[config.mk]
export PLATFORM = sky130hd
export DESIGN_NAME = perf_monitor
export DESIGN_NICKNAME = d
export VERILOG_FILES = /design/src/rtl/perf_monitor.sv
export SDC_FILE = /design/constraint.sdc
export NUM_CORES = 1
export LEC_CHECK = 0
export CORE_ASPECT_RATIO = 0.8
export CORE_MARGIN = 2
export CORE_UTILIZATION = 40
export DETAILED_ROUTE_END_ITERATION = 10
export DONT_BUFFER_PORTS = 1
export HOLD_SLACK_MARGIN = 0.05
export SLEW_MARGIN = 0
export SYNTH_ARGS = -nofsm -noshare
export SYNTH_HDL_FRONTEND = slang
export SYNTH_SLANG_ARGS = --single-unit
[constraint.sdc]
create_clock -name clk_i -period 3.2 [get_ports clk_i]
set_input_delay 0.48 -clock clk_i [delete_from_list [all_inputs] [get_ports clk_i]]
set_output_delay 0.48 -clock clk_i [all_outputs]
set_load 0.01 [all_outputs]
[src/rtl/perf_monitor.sv]
// -----------------------------------------------------------------------------
// perf_monitor
//
// Performance monitor for an in-order CPU pipeline. It counts cycles, load-use
// stalls, branch flushes and retired instructions during a run window. The
// window opens on start_i and closes on halt_i or when the cycle budget is
// reached. After that the counts are frozen until clear_i or rst_i.
//
// Optional feature (macro PERF_MONITOR_SNAPSHOT_EN):
//   Adds snap_i and four shadow registers. snap_i copies the post-update
//   counter values. sel_i widens to 3 bits, and codes 4..7 read the shadows.
//
// Parameters
//   CNT_W       width of each counter; counters saturate at all-ones
//   MAX_CYCLES  cycle budget that ends the run; 0 = unlimited
//
// Ports
//   clk_i        in   clock, rising edge
//   rst_i        in   synchronous reset, active-high
//   start_i      in   opens a run when seen high in IDLE
//   stall_i      in   hazard-detection stall request
//   branch_i     in   branch decode in ID (masks stall_i)
//   flush_i      in   branch-taken flush of IF/ID
//   retire_i     in   one retired instruction
//   halt_i       in   forces end of run
//   clear_i      in   synchronous clear of counters and FSM
//   snap_i       in   (snapshot build only) capture shadow copies
//   sel_i        in   readout select: 0=cycles 1=stalls 2=flushes 3=retired
//                     (4..7 = shadows in snapshot build)
//   rd_data_o    out  registered selected counter, 1-cycle latency
//   running_o    out  high while in RUN
//   done_o       out  high while in DONE
//   dbg_state_o  out  raw FSM state (0=IDLE 1=RUN 2=DONE)
//
// Handshake: there is no valid/ready handshake. All inputs are sampled as
// levels on every rising edge. rd_data_o is always valid one edge after
// sel_i is presented.
// -----------------------------------------------------------------------------
module perf_monitor #(
  parameter int CNT_W      = 32,
  parameter int MAX_CYCLES = 64
) (
  input  logic             clk_i,
  input  logic             rst_i,
  input  logic             start_i,
  input  logic             stall_i,
  input  logic             branch_i,
  input  logic             flush_i,
  input  logic             retire_i,
  input  logic             halt_i,
  input  logic             clear_i,
`ifdef PERF_MONITOR_SNAPSHOT_EN
  input  logic             snap_i,
  input  logic [2:0]       sel_i,
`else
  input  logic [1:0]       sel_i,
`endif
  output logic [CNT_W-1:0] rd_data_o,
  output logic             running_o,
  output logic             done_o,
  output logic [1:0]       dbg_state_o
);

  typedef enum logic [1:0] {
    ST_IDLE = 2'd0,
    ST_RUN  = 2'd1,
    ST_DONE = 2'd2
  } state_t;

  state_t r_state;
  state_t w_state_nxt;

  logic [CNT_W-1:0] r_cyc, r_stl, r_fls, r_ret;
  logic [CNT_W-1:0] w_cyc_nxt, w_stl_nxt, w_fls_nxt, w_ret_nxt;
  logic             w_cnt_en;
  logic             w_budget_hit;
  logic             w_running_nxt, w_done_nxt;
  logic [CNT_W-1:0] w_rd_sel;
  logic             r_running, r_done;
  logic [CNT_W-1:0] r_rd_data;

  localparam logic [63:0] MAX_CYC_EXT = 64'(MAX_CYCLES);

  // Counting happens on every edge spent in RUN, including the edge that
  // leaves RUN, so the terminating cycle is included in the totals.
  assign w_cnt_en = (r_state == ST_RUN);

  // Saturating increments. A counter that is already all-ones holds its value.
  assign w_cyc_nxt = (w_cnt_en && !(&r_cyc)) ? r_cyc + 1'b1 : r_cyc;
  assign w_stl_nxt = (w_cnt_en && stall_i && !branch_i && !(&r_stl))
                     ? r_stl + 1'b1 : r_stl;
  assign w_fls_nxt = (w_cnt_en && flush_i && !(&r_fls)) ? r_fls + 1'b1 : r_fls;
  assign w_ret_nxt = (w_cnt_en && retire_i && !(&r_ret)) ? r_ret + 1'b1 : r_ret;

  // The budget is compared against the post-increment value. The run
  // therefore ends on the edge where the count becomes MAX_CYCLES.
  assign w_budget_hit = (MAX_CYCLES != 0) && (64'(w_cyc_nxt) == MAX_CYC_EXT);

  // ---------------------------------------------------------------------------
  // FSM: state register
  // ---------------------------------------------------------------------------
  always_ff @(posedge clk_i) begin
    if (rst_i) begin
      r_state <= ST_IDLE;
    end else begin
      r_state <= w_state_nxt;
    end
  end

  // ---------------------------------------------------------------------------
  // FSM: next-state logic (clear_i overrides every transition)
  // ---------------------------------------------------------------------------
  always_comb begin
    w_state_nxt = r_state;
    if (clear_i) begin
      w_state_nxt = ST_IDLE;
    end else begin
      case (r_state)
        ST_IDLE: if (start_i) w_state_nxt = ST_RUN;
        ST_RUN:  if (halt_i || w_budget_hit) w_state_nxt = ST_DONE;
        ST_DONE: w_state_nxt = ST_DONE;
        default: w_state_nxt = ST_IDLE;
      endcase
    end
  end

  // ---------------------------------------------------------------------------
  // FSM: output decode. It is taken from the next state and then registered,
  // so running_o/done_o change on the transition edge itself.
  // ---------------------------------------------------------------------------
  always_comb begin
    w_running_nxt = 1'b0;
    w_done_nxt    = 1'b0;
    case (w_state_nxt)
      ST_RUN:  w_running_nxt = 1'b1;
      ST_DONE: w_done_nxt    = 1'b1;
      default: ;
    endcase
  end

  always_ff @(posedge clk_i) begin
    if (rst_i) begin
      r_running <= 1'b0;
      r_done    <= 1'b0;
    end else begin
      r_running <= w_running_nxt;
      r_done    <= w_done_nxt;
    end
  end

  // ---------------------------------------------------------------------------
  // Counters. The next-value wires already hold the current value outside RUN.
  // ---------------------------------------------------------------------------
  always_ff @(posedge clk_i) begin
    if (rst_i || clear_i) begin
      r_cyc <= '0;
      r_stl <= '0;
      r_fls <= '0;
      r_ret <= '0;
    end else begin
      r_cyc <= w_cyc_nxt;
      r_stl <= w_stl_nxt;
      r_fls <= w_fls_nxt;
      r_ret <= w_ret_nxt;
    end
  end

`ifdef PERF_MONITOR_SNAPSHOT_EN
  logic [CNT_W-1:0] r_sh_cyc, r_sh_stl, r_sh_fls, r_sh_ret;

  // Shadows capture the post-update values, so a snapshot includes the
  // effect of the edge on which snap_i was sampled.
  always_ff @(posedge clk_i) begin
    if (rst_i || clear_i) begin
      r_sh_cyc <= '0;
      r_sh_stl <= '0;
      r_sh_fls <= '0;
      r_sh_ret <= '0;
    end else if (snap_i) begin
      r_sh_cyc <= w_cyc_nxt;
      r_sh_stl <= w_stl_nxt;
      r_sh_fls <= w_fls_nxt;
      r_sh_ret <= w_ret_nxt;
    end
  end

  always_comb begin
    w_rd_sel = '0;
    case (sel_i)
      3'd0: w_rd_sel = r_cyc;
      3'd1: w_rd_sel = r_stl;
      3'd2: w_rd_sel = r_fls;
      3'd3: w_rd_sel = r_ret;
      3'd4: w_rd_sel = r_sh_cyc;
      3'd5: w_rd_sel = r_sh_stl;
      3'd6: w_rd_sel = r_sh_fls;
      3'd7: w_rd_sel = r_sh_ret;
      default: w_rd_sel = '0;
    endcase
  end
`else
  always_comb begin
    w_rd_sel = '0;
    case (sel_i)
      2'd0: w_rd_sel = r_cyc;
      2'd1: w_rd_sel = r_stl;
      2'd2: w_rd_sel = r_fls;
      2'd3: w_rd_sel = r_ret;
      default: w_rd_sel = '0;
    endcase
  end
`endif

  // Readout registers the pre-update counter values, which gives one edge
  // of latency.
  always_ff @(posedge clk_i) begin
    if (rst_i || clear_i) begin
      r_rd_data <= '0;
    end else begin
      r_rd_data <= w_rd_sel;
    end
  end

  assign rd_data_o   = r_rd_data;
  assign running_o   = r_running;
  assign done_o      = r_done;
  assign dbg_state_o = r_state;

endmodule
Word level (Yosys, flattened, before mapping) --
Cells that the tools add are included. W data, S select, Z words.
Cells by class: add/subtract/negate cells 4, eq/ne operators 8, mux-type cells 8, reductions and logical operators 21
Operators by type and width (count):
- $add A32 B1 Y32 const B | 4
- $pmux W32 S4 | 1
- $reduce_and A32 Y1 | 4
- $eq A32 B7 Y1 const B | 1
- $mux W32 | 1
- $eq A2 B2 Y1 const B | 4
- $logic_and A1 B1 Y1 | 8
- $eq A2 B1 Y1 const B | 3
- $mux W2 | 3
- $pmux W2 S3 | 1
- $logic_not A1 Y1 | 5
- $logic_not A2 Y1 | 2
- $logic_or A1 B1 Y1 | 2
- $mux W1 | 2
Word-level totals: bits in registers 164, output and inout bits 36, logic and storage cells 49

Logic depth before layout (Yosys ltp) --
depth after elaboration 11, depth in mapped cells 11

Worst setup path before layout --
Ideal clock, no wire load.
path kind reg-to-reg, start register r_cyc[0], end register r_state[0] (netlist: dbg_state_o[0]), setup time 132 ps, arrival 2565 ps, required time 3068 ps, slack 503 ps, stages on the path, launching flop included 11, cells stage by stage dfxtp_1 -> ha_1 -> nand3_1 -> or4_1 -> buf_6 -> o2111ai_1 -> mux2i_1 -> nand3_1 -> nor4_1 -> nand4_1 -> nor4b_1
Between the ends: word-level cells in the longest chain between the ends 9, elaborated cells on any way between the ends 10
RTL lines:
- start, declared | line 73 | logic [CNT_W-1:0] r_cyc, r_stl, r_fls, r_ret;
- start signal, assigned | line 161 | r_cyc <= w_cyc_nxt;
- parallel branches: the longest is 3 deep, another holds $add A32 B1 Y32
- $mux W32 (*) | line 89 | assign w_cyc_nxt = (w_cnt_en && !(&r_cyc)) ? r_cyc + 1'b1 : r_cyc;
- $eq A32 B7 Y1 (*) | line 97 | assign w_budget_hit = (MAX_CYCLES != 0) && (64'(w_cyc_nxt) == MAX_CYC_EXT);
- $logic_or A1 B1 Y1 (*) | line 120 | ST_RUN: if (halt_i || w_budget_hit) w_state_nxt = ST_DONE;
- $mux W2 (*) | line 120
- $pmux W2 S3 (*) | line 118 | case (r_state)
- $mux W2 (*) | line 115 | if (clear_i) begin
- end signal, assigned | line 106 | r_state <= w_state_nxt;
- end, declared | line 70 | state_t r_state;
Mark *: on every way between the ends. A chain may end at the register's enable or synchronous reset.

Final worst setup path --
start register r_cyc[30], end register r_running (netlist: running_o)
Between the ends: word-level cells in the longest chain between the ends 11, elaborated cells on any way between the ends 12
RTL lines:
- parallel branches: the longest is 3 deep, another holds $add A32 B1 Y32
- $mux W32 (*) | line 89
- $eq A32 B7 Y1 (*) | line 97
- $logic_or A1 B1 Y1 (*) | line 120
- $mux W2 (*) | line 120
- $pmux W2 S3 (*) | line 118
- $mux W2 (*) | line 115
- $eq A2 B1 Y1 (*) | line 134 | case (w_state_nxt)
- $mux W1 (*) | line 134
- end signal, assigned | line 146 | r_running <= w_running_nxt;
- end, declared | line 79 | logic r_running, r_done;
Marks and branches as above.

==> results.cfg <==
[sta]
maxSlewHeadroom_pct = 41.18
finalCritPeriodShare_pct = 92.85
timing.hold.ws_ps = 211.9
fmax_mhz = 336.5
grt_setup_unrepaired = no
final.setup.tns_ps = 0
final.min_clock_period_ps = 2971
max_slew.worst_pin.slew_ps = 875.6
slew_violations = 0
finalHoldViolCount = 0
setup-violations-final = 0
finClkSkew_ps = 10.90

[min_path]
timing.hold.worst.class = in2reg
hold_path_startpoint = rst_i

[setup_path]
worstSetupStartpoint = r_cyc[30]$_SDFF_PP0_
timing.critical_path.from_type = flop
timing.critical_path.to_type = flop
timing.critical_path.cells = nand4_1 > or4_4 > o2111ai_1 > mux2i_1 > nand3_1 > nor4_1 > nand4_1 > nor4b_1
worstPathRequired_ps = 3510
crit_top_cell = nand4_1
reg_to_reg_startpoint = r_cyc[30]$_SDFF_PP0_
worst_path_class_setup = reg2reg
crit_fanout = 10
critPathMaxStageDelay_ps = 650
cp.arrival_ps = 3280
crit_path_top_delay_cell = or4_4

[clock_network]
tritoncts = done
clock_sink_count = 164
clock-root-buffer = clkbuf_16
post_cts_buffers = 0
insertion_delay_ps = 430
cts-buffers-inserted = 17
clockBufferDepth = 2
cts.hold.buffers_added = 0
clk_pin_slew_worst_paths_ps = 70
ctsResizeCount = 0
total_number_of_h_tree_levels = 4

[floorplanning]
dieArea_um2 = 21540
fp.dieH_um = 131.7
num_io_pins = 47
die_w_um = 163.6
start_util_pct = 40.93
core_area_um2 = 19910
fp-row-count = 46

[power_and_ir_drop]
post_route_total_power_mw = 4.572
power.switching_fraction_pct = 21.50
switchingPower_mw = 0.9832
power_per_cell_area_nw_per_um2 = 496.5
power.combinational.fraction_pct = 1.8
power.static_leakage_nw = 3.062
p_int_mw = 3.589
seq_power_share_pct = 44.7
peakVddDrop_mv = 0.2987
clock_power_share_pct = 53.5

[yosys]
synth_seq_cells = 164
synth-async-reset-ratio_pct = 0
mappedNetlistArea_um2 = 8152
synth.largest_area_cell = dfxtp_1
ys_dominant_reg_cell = dfxtp_1
synth.lib_cells_used.distinct = 59
synth_enable_flop_cells = 0
ys.warnings.count = 0
yosysSeqAreaShare_pct = 40.28
syn_avg_cell_area_um2 = 8.977
top_cell_type_s_share_of_synthesized_area_pct = 40.28
synthesis.instances = 908
postSynthNetCount = 923
netlist_top_cells_area = dfxtp_1 40%, mux4_2 8.6%, nor2_1 6.4%, xor2_1 5.9%, xnor2_1 5.2%

[final_layout]
proportion_of_layout_cells_with_a_drive_suffix_above_1_pct = 12.28
area_growth_syn_to_layout_pct = 12.99
final_design_area_no_fill_um2 = 9210
layout_filler_cell_count = 1930
number_of_diodes_added_for_antenna_fixing = 0
nNetsFinal = 922
fin_cells = 1184

[flow_run]
number_of_max_capacitance_violations_reported = 0

[detailed_routing]
vias_per_cell = 5.573
post_route_ant_nets = 0
first_pass_iters = 5
drc = 0
finalWirelength_mm = 21.24
initialDrtViolationCount = 558
route.vias.total = 6599
post_drt_wl_per_cell_um = 17.94

[global_routing]
grt.total_usage_pct = 20.22
grt_pass1_wl_mm = 33.67
number_of_global_route_vias_before_repair = 5992
grt_antenna_before_repair = 0
grt.overflow.total = 0
maximum_number_of_pins_on_one_net_before_global_route_repair = 58

[placement]
dp_hpwl_mm = 15.43
placedInstanceArea_um2 = 8508
placedCellCount = 1152
place.gp.congestion = 0.8729
placement.io_buffers = 0

[status]
run_status = finished, final reports clean
kinds of logic after synthesis:
| kind of cell | count (synthesis) | share of synthesized area, % |
|---|---|---|
| xor gates and xnor gates | 103 | 11.07 |
| buffers and inverters | 62 | 3.208 |
| and+or+nand+nor | 450 | 28.47 |
| AOI/OAI and AO/OA | 86 | 6.616 |
| muxes | 39 | 9.747 |
| DFF | 164 | 40.28 |
| adders and majority gates | 4 | 0.6140 |
per-layer routing:
layer / global-route usage (%) / share of wire [%] / vias to the layer above
met5: 0 / 0 / -
met4: 4.825 / 1.1 / 0
met3: 5.808 / 7.5 / 23
met2: 26.77 / 40 / 205
met1: 31.62 / 51 / 3147
li1: - / - / 3224
stage by stage:
step / util (%) / worst slack [ps]
after CTS: 46.23 / 133.9
after global placement: 42.72 / 241.4
after detailed placement: 42.72 / 150.4
after floorplan: - / 503.0
final: 46.25 / 228.6
after global routing: 46.25 / 4.117
cell type report:
type	instances	area (µm²)	area share, %
multi-input combinational	682	4616	50.12
inverter	12	45.04	0.4891
timing repair buffer	30	237.7	2.581
tap	264	330.3	3.586
clock buffer	18	439.2	4.768
clock inverter	14	259.0	2.812
sequential	164	3283	35.65
registers in the layout, summed over array words and instances (netlist names):
register,cells
dbg_state_o,2
done_o,1
r_cyc,32
r_fls,32
r_ret,32
r_stl,32
rd_data_o,32
running_o,1
synth_stat cells (15+ instances only):
library cell  number
nor2_1           138
clkbuf_1          33
or3_1             25
nor3_1            21
nand2_1           63
dfxtp_1          164
o21ai_0           24
and2_1            44
and4_1            15
nand4_1           40
xor2_1            55
nand3_1           41
and3_1            20
mux4_2            31
a21oi_1           31
xnor2_1           48
final timing paths:
| kind | endpoint | slack [ps] | cells after the start |
|---|---|---|---|
| worst max-delay path | running_o$_SDFF_PP0_ | 230 | 8 |
| worst min-delay path | r_stl[15]$_SDFFE_PP0P_ | 210 | 2 |
| worst max register to register | running_o$_SDFF_PP0_ | 230 | 8 |
| worst min register to register | r_fls[22]$_SDFFE_PP0P_ | 500 | 2 |
cells in the final DEF, fill, tap and decap left out, types with 7 or more instances in the layout:
master | netlist | final
mux2i_1 | 7 | 7
dfxtp_1 | 164 | 164
and2_1 | 44 | 44
nor3_1 | 21 | 21
xor2_1 | 55 | 55
a21oi_1 | 31 | 31
and3_1 | 20 | 20
nand4_1 | 40 | 40
inv_1 | 12 | 12
buf_4 | 2 | 29
nand2_1 | 63 | 63
nand3_1 | 41 | 41
or3_1 | 25 | 25
xnor2_1 | 48 | 48
clkbuf_16 | 0 | 17
mux4_2 | 31 | 31
nor4_1 | 12 | 12
nor2_1 | 138 | 137
and4_1 | 15 | 15
o21ai_0 | 24 | 24
power by group through the flow:
stage          combinational, mW  clock, mW  sequential (mW)
6_report                  0.0812       2.45             2.05
3_5_place_dp              0.0826          0             2.09
3_3_place_gp              0.0826          0             2.09
4_1_cts                   0.0829       2.48             2.05
5_1_grt                   0.0892       2.56             2.05
2_1_floorplan             0.0749          0             2.09
critical path: cells and delay by family (launching register included):
family          cells  cell delay [ps]
compound gates      1              360
flops               1              510
mux                 1              250
simple gates        6             1720
(Power assumes the default switching activity.)
